### src/rtl/esc_trip_pkg.sv
// Shared definitions for the ESC trip logic: cause-bit layout, UV arming states
// and the sticky cause-register update rule.
package esc_trip_pkg;

  localparam int CAUSE_W    = 4;
  localparam int CAUSE_OC   = 0;
  localparam int CAUSE_OV   = 1;
  localparam int CAUSE_UV   = 2;
  localparam int CAUSE_COMP = 3;

  typedef enum logic {
    UV_DISARMED = 1'b0,
    UV_ARMED    = 1'b1
  } uv_state_e;

  // A condition that is active wins over a simultaneous clear request.
  function automatic logic [CAUSE_W-1:0] next_cause(
    input logic [CAUSE_W-1:0] cur,
    input logic [CAUSE_W-1:0] active,
    input logic               clr
  );
    return clr ? active : (cur | active);
  endfunction

endpackage

### src/rtl/fault_trip_detect_if.sv
// Sample/limit inputs and trip outputs of fault_trip_detect grouped as one bundle.
// The master side drives samples and limits; the slave side (the detector) drives the trip outputs.
interface fault_trip_detect_if
  import esc_trip_pkg::*;
#(
  parameter int DATA_W = 12,
  parameter int CNT_W  = 4
);
  logic               s_valid;
  logic [DATA_W-1:0]  i_mag;
  logic [DATA_W-1:0]  v_bus;
  logic [DATA_W-1:0]  oc_limit;
  logic [DATA_W-1:0]  ov_limit;
  logic [DATA_W-1:0]  uv_limit;
  logic [CNT_W-1:0]   filt_count;
  logic               comp_n;
  logic               clear_cause;
  logic               trip_src;
  logic [CAUSE_W-1:0] trip_cause;

  modport master (
    output s_valid, i_mag, v_bus, oc_limit, ov_limit, uv_limit,
           filt_count, comp_n, clear_cause,
    input  trip_src, trip_cause
  );

  modport slave (
    input  s_valid, i_mag, v_bus, oc_limit, ov_limit, uv_limit,
           filt_count, comp_n, clear_cause,
    output trip_src, trip_cause
  );
endinterface

### src/rtl/trip_filt_cnt.sv
// Saturating consecutive-violation counter; active once the count reaches the
// threshold, where a threshold of 0 behaves as 1.
module trip_filt_cnt #(
  parameter int CNT_W = 4
) (
  input  logic             clk_ctrl,
  input  logic             rst_ctrl_n,
  input  logic             i_hold_zero,
  input  logic             i_en,
  input  logic             i_viol,
  input  logic [CNT_W-1:0] i_thresh,
  output logic             o_active
);
  localparam logic [CNT_W-1:0] CNT_MAX = '1;
  localparam logic [CNT_W-1:0] CNT_ONE = CNT_W'(1);

  logic [CNT_W-1:0] r_cnt;
  logic [CNT_W-1:0] w_thresh;

  // NOTE: sequential state uses non-blocking assignments so every flop samples
  // pre-edge values regardless of block ordering.
  always_ff @(posedge clk_ctrl) begin
    if (!rst_ctrl_n || i_hold_zero) begin
      r_cnt <= '0;
    end else if (i_en) begin
      if (!i_viol)               r_cnt <= '0;
      else if (r_cnt != CNT_MAX) r_cnt <= r_cnt + CNT_ONE;
    end
  end

  // Threshold is compared live, so a filter change applies without touching the count.
  assign w_thresh = (i_thresh == '0) ? CNT_ONE : i_thresh;
  assign o_active = (r_cnt >= w_thresh);

endmodule

### src/rtl/fault_trip_detect.sv
// Filtered OC / OV / UV / external-comparator trip detector with sticky causes.
// Define TRIP_BUS_CHECK_EN to build the DC-bus OV/UV checks; otherwise those inputs are ignored.
module fault_trip_detect
  import esc_trip_pkg::*;
#(
  parameter int DATA_W    = 12,
  parameter int CNT_W     = 4,
  parameter int COMP_FILT = 3
) (
  input logic                clk_ctrl,
  input logic                rst_ctrl_n,
  fault_trip_detect_if.slave bus
);
  logic [CAUSE_W-1:0] w_active;
  logic               w_comp_cnt_hit;
  logic               r_comp_s1;
  logic               r_comp_s2;
  logic               r_trip_src;
  logic [CAUSE_W-1:0] r_trip_cause;

  trip_filt_cnt #(.CNT_W(CNT_W)) u_oc_filt (
    .clk_ctrl    (clk_ctrl),
    .rst_ctrl_n  (rst_ctrl_n),
    .i_hold_zero (1'b0),
    .i_en        (bus.s_valid),
    .i_viol      (bus.i_mag > bus.oc_limit),
    .i_thresh    (bus.filt_count),
    .o_active    (w_active[CAUSE_OC])
  );

  // Synchroniser idles high so reset never looks like a comparator trip.
  always_ff @(posedge clk_ctrl) begin
    if (!rst_ctrl_n) begin
      r_comp_s1 <= 1'b1;
      r_comp_s2 <= 1'b1;
    end else begin
      r_comp_s1 <= bus.comp_n;
      r_comp_s2 <= r_comp_s1;
    end
  end

  trip_filt_cnt #(.CNT_W(CNT_W)) u_comp_filt (
    .clk_ctrl    (clk_ctrl),
    .rst_ctrl_n  (rst_ctrl_n),
    .i_hold_zero (1'b0),
    .i_en        (1'b1),
    .i_viol      (!r_comp_s2),
    .i_thresh    (CNT_W'(COMP_FILT)),
    .o_active    (w_comp_cnt_hit)
  );

  assign w_active[CAUSE_COMP] = w_comp_cnt_hit & ~r_comp_s2;

`ifdef TRIP_BUS_CHECK_EN
  uv_state_e r_uv_state;
  uv_state_e w_uv_state_nxt;

  always_ff @(posedge clk_ctrl) begin
    if (!rst_ctrl_n) r_uv_state <= UV_DISARMED;
    else             r_uv_state <= w_uv_state_nxt;
  end

  // NOTE: the default assignment comes first so no path leaves the next state
  // unassigned, which would otherwise infer a latch.
  always_comb begin
    w_uv_state_nxt = r_uv_state;
    case (r_uv_state)
      UV_DISARMED: if (bus.s_valid && (bus.v_bus >= bus.uv_limit)) w_uv_state_nxt = UV_ARMED;
      UV_ARMED:    w_uv_state_nxt = UV_ARMED;
    endcase
  end

  trip_filt_cnt #(.CNT_W(CNT_W)) u_ov_filt (
    .clk_ctrl    (clk_ctrl),
    .rst_ctrl_n  (rst_ctrl_n),
    .i_hold_zero (1'b0),
    .i_en        (bus.s_valid),
    .i_viol      (bus.v_bus > bus.ov_limit),
    .i_thresh    (bus.filt_count),
    .o_active    (w_active[CAUSE_OV])
  );

  // UV stays quiet until the bus has been seen healthy once (power-up ramp).
  trip_filt_cnt #(.CNT_W(CNT_W)) u_uv_filt (
    .clk_ctrl    (clk_ctrl),
    .rst_ctrl_n  (rst_ctrl_n),
    .i_hold_zero (r_uv_state == UV_DISARMED),
    .i_en        (bus.s_valid),
    .i_viol      (bus.v_bus < bus.uv_limit),
    .i_thresh    (bus.filt_count),
    .o_active    (w_active[CAUSE_UV])
  );
`else
  logic w_unused_bus;
  assign w_unused_bus         = ^{bus.v_bus, bus.ov_limit, bus.uv_limit};
  assign w_active[CAUSE_OV]   = 1'b0;
  assign w_active[CAUSE_UV]   = 1'b0;
`endif

  always_ff @(posedge clk_ctrl) begin
    if (!rst_ctrl_n) begin
      r_trip_src   <= 1'b0;
      r_trip_cause <= '0;
    end else begin
      r_trip_src   <= |w_active;
      r_trip_cause <= next_cause(r_trip_cause, w_active, bus.clear_cause);
    end
  end

  assign bus.trip_src   = r_trip_src;
  assign bus.trip_cause = r_trip_cause;

endmodule

### src/flat_wrapper.sv
// flat-port wrapper written by rule: the top's interface ports become plain ports
module fault_trip_detect_flat import esc_trip_pkg::*;
#(
  parameter int DATA_W    = 12,
  parameter int CNT_W     = 4,
  parameter int COMP_FILT = 3
)
  (clk_ctrl, rst_ctrl_n, bus_s_valid, bus_i_mag, bus_v_bus, bus_oc_limit, bus_ov_limit, bus_uv_limit, bus_filt_count, bus_comp_n, bus_clear_cause, bus_trip_src, bus_trip_cause);
  fault_trip_detect_if #(.DATA_W(DATA_W), .CNT_W(CNT_W)) bus_i ();
  input logic clk_ctrl;
  input logic rst_ctrl_n;
  input wire logic [$bits(bus_i.s_valid)-1:0] bus_s_valid;
  input wire logic [$bits(bus_i.i_mag)-1:0] bus_i_mag;
  input wire logic [$bits(bus_i.v_bus)-1:0] bus_v_bus;
  input wire logic [$bits(bus_i.oc_limit)-1:0] bus_oc_limit;
  input wire logic [$bits(bus_i.ov_limit)-1:0] bus_ov_limit;
  input wire logic [$bits(bus_i.uv_limit)-1:0] bus_uv_limit;
  input wire logic [$bits(bus_i.filt_count)-1:0] bus_filt_count;
  input wire logic [$bits(bus_i.comp_n)-1:0] bus_comp_n;
  input wire logic [$bits(bus_i.clear_cause)-1:0] bus_clear_cause;
  output wire logic [$bits(bus_i.trip_src)-1:0] bus_trip_src;
  output wire logic [$bits(bus_i.trip_cause)-1:0] bus_trip_cause;
  assign bus_i.s_valid = bus_s_valid;
  assign bus_i.i_mag = bus_i_mag;
  assign bus_i.v_bus = bus_v_bus;
  assign bus_i.oc_limit = bus_oc_limit;
  assign bus_i.ov_limit = bus_ov_limit;
  assign bus_i.uv_limit = bus_uv_limit;
  assign bus_i.filt_count = bus_filt_count;
  assign bus_i.comp_n = bus_comp_n;
  assign bus_i.clear_cause = bus_clear_cause;
  assign bus_trip_src = bus_i.trip_src;
  assign bus_trip_cause = bus_i.trip_cause;
  fault_trip_detect #(.DATA_W(DATA_W), .CNT_W(CNT_W), .COMP_FILT(COMP_FILT)) u_core (.clk_ctrl(clk_ctrl), .rst_ctrl_n(rst_ctrl_n), .bus(bus_i));
endmodule
### config.mk
export PLATFORM = sky130hd
export DESIGN_NAME = fault_trip_detect_flat
export DESIGN_NICKNAME = d
export VERILOG_FILES = /design/src/rtl/esc_trip_pkg.sv /design/src/rtl/fault_trip_detect_if.sv /design/src/rtl/trip_filt_cnt.sv /design/src/rtl/fault_trip_detect.sv /design/src/flat_wrapper.sv
export SDC_FILE = /design/constraint.sdc
export NUM_CORES = 1
export LEC_CHECK = 0
export BUFFER_PORTS_ARGS = -buffer_cell sky130_fd_sc_hd__buf_2
export CAP_MARGIN = 30
export CORE_ASPECT_RATIO = 1.1
export CORE_MARGIN = 2
export CORE_UTILIZATION = 36
export CTS_CLUSTER_SIZE = 14
export DETAILED_ROUTE_END_ITERATION = 10
export PLACE_DENSITY = 0.88
export SKIP_LAST_GASP = 1
export SYNTH_ARGS = -nofsm -noshare
export SYNTH_HDL_FRONTEND = slang
export SYNTH_SLANG_ARGS = --single-unit
### constraint.sdc
create_clock -name clk_ctrl -period 1.5 [get_ports clk_ctrl]
set_input_delay 0.15 -clock clk_ctrl [delete_from_list [all_inputs] [get_ports clk_ctrl]]
set_output_delay 0.15 -clock clk_ctrl [all_outputs]
set_load 0.02 [all_outputs]
==> results of run 1 <==
## cell usage in the layout (no fill, tap or decap), types with 3 or more instances in the layout
cell and instances:
nor2_1 5, ha_1 13, clkbuf_4 3, nand2b_1 4
inv_2 3, nor3_1 4, buf_4 5, a21oi_2 4
a21o_1 3, nand3_1 5, a41o_1 3, ha_4 5
buf_2 35, dfxtp_1 12, nand2_1 4, inv_1 13
## repair_timing
| item | in CTS | in global routing |
|---|---|---|
| resized for setup | 3 | 3 |
| pin swaps | 2 | 4 |
| endpoints found under the setup margin | 1 | 5 |
## sequential cells by signal (all words and copies together), names as in the netlist
signal and count:
u_core.bus.trip_cause 2, u_core.bus.trip_src 1, u_core.r_comp_s1 1, u_core.r_comp_s2 1
u_core.u_comp_filt.r_cnt 4, u_core.u_oc_filt.r_cnt 4
## path summary, 6_finish.rpt
| path | endpoint | slack [ns] | cells after the start |
|---|---|---|---|
| worst min register to register | u_core.r_comp_s2 | 0.41 | 1 |
| worst max register to register | u_core.bus.trip_src | 0.04 | 8 |
| worst max-delay path | u_core.bus.trip_src | 0.04 | 8 |
| worst min-delay path | u_core.r_comp_s1 | 0.06 | 2 |
## area by class of cell
class	count	area [µm²]	share of cell area
Timing Repair Buffer	40	213	0.157
Clock buffer	4	26.3	0.0193
Sequential cell	13	262	0.192
Multi-Input combinational cell	82	744	0.548
Inverter	18	75.1	0.0552
Tap cell	31	38.8	0.0285
## power by group through the flow
| stage | Clock [mW] | Combinational, mW | Sequential (mW) |
|---|---|---|---|
| after floorplan | 0 | 0.129 | 0.368 |
| after global placement | 0 | 0.204 | 0.365 |
| after detailed placement | 0 | 0.213 | 0.365 |
| after CTS | 0.217 | 0.225 | 0.358 |
| after global routing | 0.231 | 0.261 | 0.358 |
| final | 0.211 | 0.231 | 0.358 |
## kinds of logic (layout without fill, tap and decap cells)
group | Yosys count | after routing
buffers and inverters | 21 | 62
adder cells (fa/ha/maj) | 18 | 18
other | 1 | 2
XOR/XNOR | 1 | 1
flip-flops | 13 | 13
multiplexers | 1 | 1
AO/OA/AOI/OAI | 23 | 23
AND/OR/NAND/NOR | 37 | 37
## critical path, stage by stage (launching register included)
cell and delay [ns]:
dfxtp_2 0.34, inv_2 0.04, ha_4 0.20, nand2b_4 0.13, a21o_1 0.15, a21o_1 0.16
a21oi_2 0.13, o21ai_1 0.07, and2_1 0.15
## stage by stage
stage	hold slack (ns)	setup TNS (ns)	power, mW
floorplan	0.251	-0.0188	0.497
global placement	0.332	-1.01	0.569
detailed placement	0.340	-1.12	0.578
CTS	0.0532	-0.0124	0.800
global route	0.0491	-0.0307	0.851
finish	0.0565	0	0.799
## metal layers
layer  wire length, µm  vias up
li1                  -      486
met1               875      412
met2              1030       29
met3               142        0
met4                 0        0
met5                 0        -
==> metrics.txt, run 1 <==
run status finished clean; largest area contributor in the synthesized netlist dfxtp_1; most frequent cells after synthesis ha_1 (18), inv_1 (18), dfxtp_1 (13), nand3_1 (6); Placed Area 1290 µm²; sequential share of power 0.447; Slew Viols, Final 0; Core ar. roughly 2500 µm²; ys async rst share 0; RSZ-0062 raised after global routing yes; Leakage Power ~0.7 nW; CP Capture Type register; Routability Congestion 0.714; Layout area overhead 37.6%; Post-Synth XOR/XNOR Area 0.00887; Yosys cell types 35; CP required 1.67 ns; synthesized-area fraction occupied by adder cells 0.228; arrival time at the worst endpoint between 1.5 and 2 ns; number of antenna violations at the first check in global routing 0; Yosys top cell area share 0.264; switching share of power 0.277; Worst setup SP type register; # rows 19; grt met1 use 0.154; Synth warnings 0; DRT Pass-1 Iters 4; Die Area ~3200 µm²; worst r2r src u_core.u_oc_filt.r_cnt[0]; Buffers on Ports 35; Hold Crit Class in -> reg; fin worst setup slack between 0.04 and 0.05 ns; diode count 0; TritonCTS clock tree done; Die X around 54 µm; Post-CTS Setup Bufs 0; Post-synth EDFFs 0; All-Layer GR Usage 0.144; crit path max fanout 2; HPWL after detailed placement approximately 1800 µm; # H-tree levels 1; post-synthesis mux area share 0.0101; DRT iter0 DRCs 3; combinational cell fraction of total power 0.289; via count about 930; synthesized area per cell 8.58 µm²; # clock sinks 13; Die Height around 59 µm; post-route ant nets 0; # fillers 260; Synth Area in Simple Gates 0.210; DR vias/cell ~4.9; sequential area share after synthesis 0.264; dpl ws -0.228 ns; largest net degree at the start of global routing 13; DR WL/cell ~11 µm; Core Util, Final 0.534; Initial Util 0.388; M3 GR Usage 0.0178; layout net count between 200 and 250; Clock Tree Root clkbuf_4; fin area ~1400 µm²; Crit Path Category reg -> reg; min-delay src bus_comp_n; Clock power frac 0.263; Worst Setup SP u_core.u_oc_filt.r_cnt[0]; Post-route DRC 0; vias in the first global route 970; Syn Std Cell Area approximately 990 µm²; first-pass GRT wire length between 3000 and 4000 µm; final worst path period share 0.972; Final Hold Viols 0; met2 usage 0.280; pwr/cell area 588 nW/µm²; Max Buffers Root-to-Sink 2; VDD IR-drop max 570 µV; hold_buf cts 0; final cell count without fillers ~190; share of post-route cells with drive strength above 1 0.420; Worst-Skew Late Latency 0.27 ns; Worst Clk Skew ~0.0084 ns; routed wire length a little over 2000 µm; max_cap viols 0; Max Fclk 686 MHz; IO Count 74; NetSw about 0.22 mW; Final min period roughly 1.5 ns; total grt overflow 0; Reg clk slew, reported paths around 0.080 ns; top post-synthesis cells by area dfxtp_1 (26%), ha_1 (23%), inv_1 (6.8%), nand2b_1 (3.2%), a41o_1 (3.0%); #FFs+latches synth 13; Gate Count Post-Synth 115; Internal between 0.5 and 0.6 mW; Post-synth top flop dfxtp_1; main combinational cell family by area after synthesis adder cells; complex-gate fraction of the synthesized area 0.188; TritonCTS Buffers 3; placed cell count about 180; Setup violations, final 0; gr busiest metal met2
(Power assumes the default switching activity.)
==> inputs of run 2 (changes only) <==
--- a/config.mk
+++ b/config.mk
@@ -9,10 +9,10 @@
 export CAP_MARGIN = 30
 export CORE_ASPECT_RATIO = 1.1
 export CORE_MARGIN = 2
-export CORE_UTILIZATION = 36
+export CORE_UTILIZATION = 43
 export CTS_CLUSTER_SIZE = 14
 export DETAILED_ROUTE_END_ITERATION = 10
-export PLACE_DENSITY = 0.88
+export PLACE_DENSITY = 0.95
 export SKIP_LAST_GASP = 1
 export SYNTH_ARGS = -nofsm -noshare
 export SYNTH_HDL_FRONTEND = slang
==> constraint.sdc (replaced) <==
create_clock -name clk_ctrl -period 1.8 [get_ports clk_ctrl]
set_input_delay 0.18 -clock clk_ctrl [delete_from_list [all_inputs] [get_ports clk_ctrl]]
set_output_delay 0.18 -clock clk_ctrl [all_outputs]
set_load 0.02 [all_outputs]
==> run 2 against run 1 <==
Critical path depth is the same; combinational power shrank 32%; sequential share of layout area grew 1.9 points; first-iteration DRC count grew to 10 times the previous value; final area shrank 9.5%.
==> metrics.txt, run 2 (same netlist as run 1, synthesis figures left out) <==
run status finished clean; layout net count around 240; CP required just under 2 ns; hold path endpoint u_core.r_comp_s1; share of post-route cells with drive strength above 1 0.305; Worst-Skew Late Latency 0.26 ns; Hold Crit Class in -> reg; Buffers on Ports 35; Routability Congestion ~0.75; Max Fclk just under 600 MHz; routed wire length ~2000 µm; Post-CTS Setup Bufs 0; Die X between 40 and 50 µm; Crit Path Category reg -> reg; largest net degree at the start of global routing 13; via count ~950; Core Util, Final 0.557; Worst setup SP type register; crit path max fanout 2; first-pass GRT wire length about 3600 µm; Internal roughly 0.46 mW; RR Endpoint u_core.bus.trip_src; TritonCTS clock tree done; crit-path max cell delay 0.34 ns; Placed Area 1200 µm²; Clock Tree Root clkbuf_4; arrival time at the worst endpoint around 1.8 ns; diode count 0; Clock power frac 0.269; sequential share of power 0.477; Final Hold Viols 0; combinational cell fraction of total power 0.253; pwr/cell area around 510 nW/µm²; # H-tree levels 1; # fillers ~200; Initial Util 0.447; Max Buffers Root-to-Sink 2; switching share of power 0.265; Tot Pwr between 0.6 and 0.7 mW; most common cell after layout, fill and taps aside buf_2; HPWL after detailed placement 1730 µm; DR WL/cell 10.9 µm; critical path's slowest cell dfxtp_1; total grt overflow 0; number of antenna violations at the first check in global routing 0; # rows 18; Worst Clk Skew 0.00209 ns; # resized after CTS 0; vias in the first global route ~960; Leakage Power 0.678 nW; DR vias/cell slightly above 5; DRT Pass-1 Iters 4; Die Height roughly 54 µm; post-route ant nets 0; DRT iter0 DRCs 31; IO Count 74; CP Capture Type register; All-Layer GR Usage 0.165; fin area around 1200 µm²; min-delay src bus_comp_n; Core ar. 2210 µm²; TritonCTS Buffers 3; hold_buf cts 0; Die Area between 2000 and 3000 µm²; # clock sinks 13; Post-route DRC 0; Setup violations, final 0; NetSw 0.165 mW; most frequent cells in the layout buf_2 (35), inv_1 (18), ha_1 (18); hold path cells 2; Slew Viols, Final 0; cells on worst reg2reg path 8; Reg clk slew, reported paths ~0.07 ns; VDD IR-drop max between 300 and 400 µV; max_cap viols 0; Final min period 1.68 ns; CP Buf/Inv Count 1; final worst path period share 0.934; Layout area overhead 24.6%; most used cell, CP a21o_1; worst-path cell chain inv_1, ha_1, nand2b_1, a21o_1, a21o_1, a21oi_2, o21ai_0, and2_1; r2r setup slk 0.12 ns; Worst path top cell family by delay compound AO/OA/AOI/OAI gates; worst r2r src u_core.u_oc_filt.r_cnt[0]
## run 2: worst max path at each step
stage          slack, ns  cells after the start                      start                   to
2_1_floorplan       0.17                      8  u_core.u_oc_filt.r_cnt[0]  u_core.bus.trip_src
3_3_place_gp       -0.01                     10          bus_filt_count[3]  u_core.bus.trip_src
3_5_place_dp       -0.04                     10          bus_filt_count[3]  u_core.bus.trip_src
4_1_cts              0.1                      8  u_core.u_oc_filt.r_cnt[0]  u_core.bus.trip_src
5_1_grt            -0.02                      8  u_core.u_oc_filt.r_cnt[0]  u_core.bus.trip_src
6_report            0.12                      8  u_core.u_oc_filt.r_cnt[0]  u_core.bus.trip_src
## run 2: worst register-to-register path, cell delays in order, from the launching register on
cell	delay (ns)
dfxtp_1	0.34
inv_1	0.05
ha_1	0.29
nand2b_1	0.14
a21o_1	0.18
a21o_1	0.19
a21oi_2	0.15
o21ai_0	0.09
and2_1	0.16
## run 2: layout make-up
type | instances | area, µm² | area share
tap | 30 | 37.5 | 0.0305
sequential | 13 | 260 | 0.212
timing repair buffer | 37 | 190 | 0.155
multi-input combinational | 82 | 648 | 0.527
inverter | 18 | 67.6 | 0.0549
clock buffer | 4 | 26.3 | 0.0214
## run 2: per-stage QoR
stage / setup slack [ns] / hold slack, ns / instances / setup TNS [ns]
floorplan: 0.167 / 0.281 / 116 / 0
global placement: -0.0106 / 0.362 / 180 / -0.0106
detailed placement: -0.0430 / 0.369 / 180 / -0.133
CTS: 0.0971 / 0.0919 / 184 / 0
global route: -0.0196 / 0.0988 / 184 / -0.0196
finish: 0.118 / 0.101 / 184 / 0
## run 2: metal layers
layer,track usage,routed length [µm],up-vias
met3,0.0137,109,0
met2,0.376,1190,32
li1,-,-,481
met1,0.157,714,435
met5,0,0,-
met4,0.0417,0,0
## run 2: power by group through the flow
stage,Sequential (mW),Clock [mW],Combinational [mW]
3_3_place_gp,0.304,0,0.144
5_1_grt,0.298,0.190,0.180
3_5_place_dp,0.304,0,0.156
6_report,0.298,0.168,0.158
2_1_floorplan,0.307,0,0.0949
4_1_cts,0.298,0.175,0.157
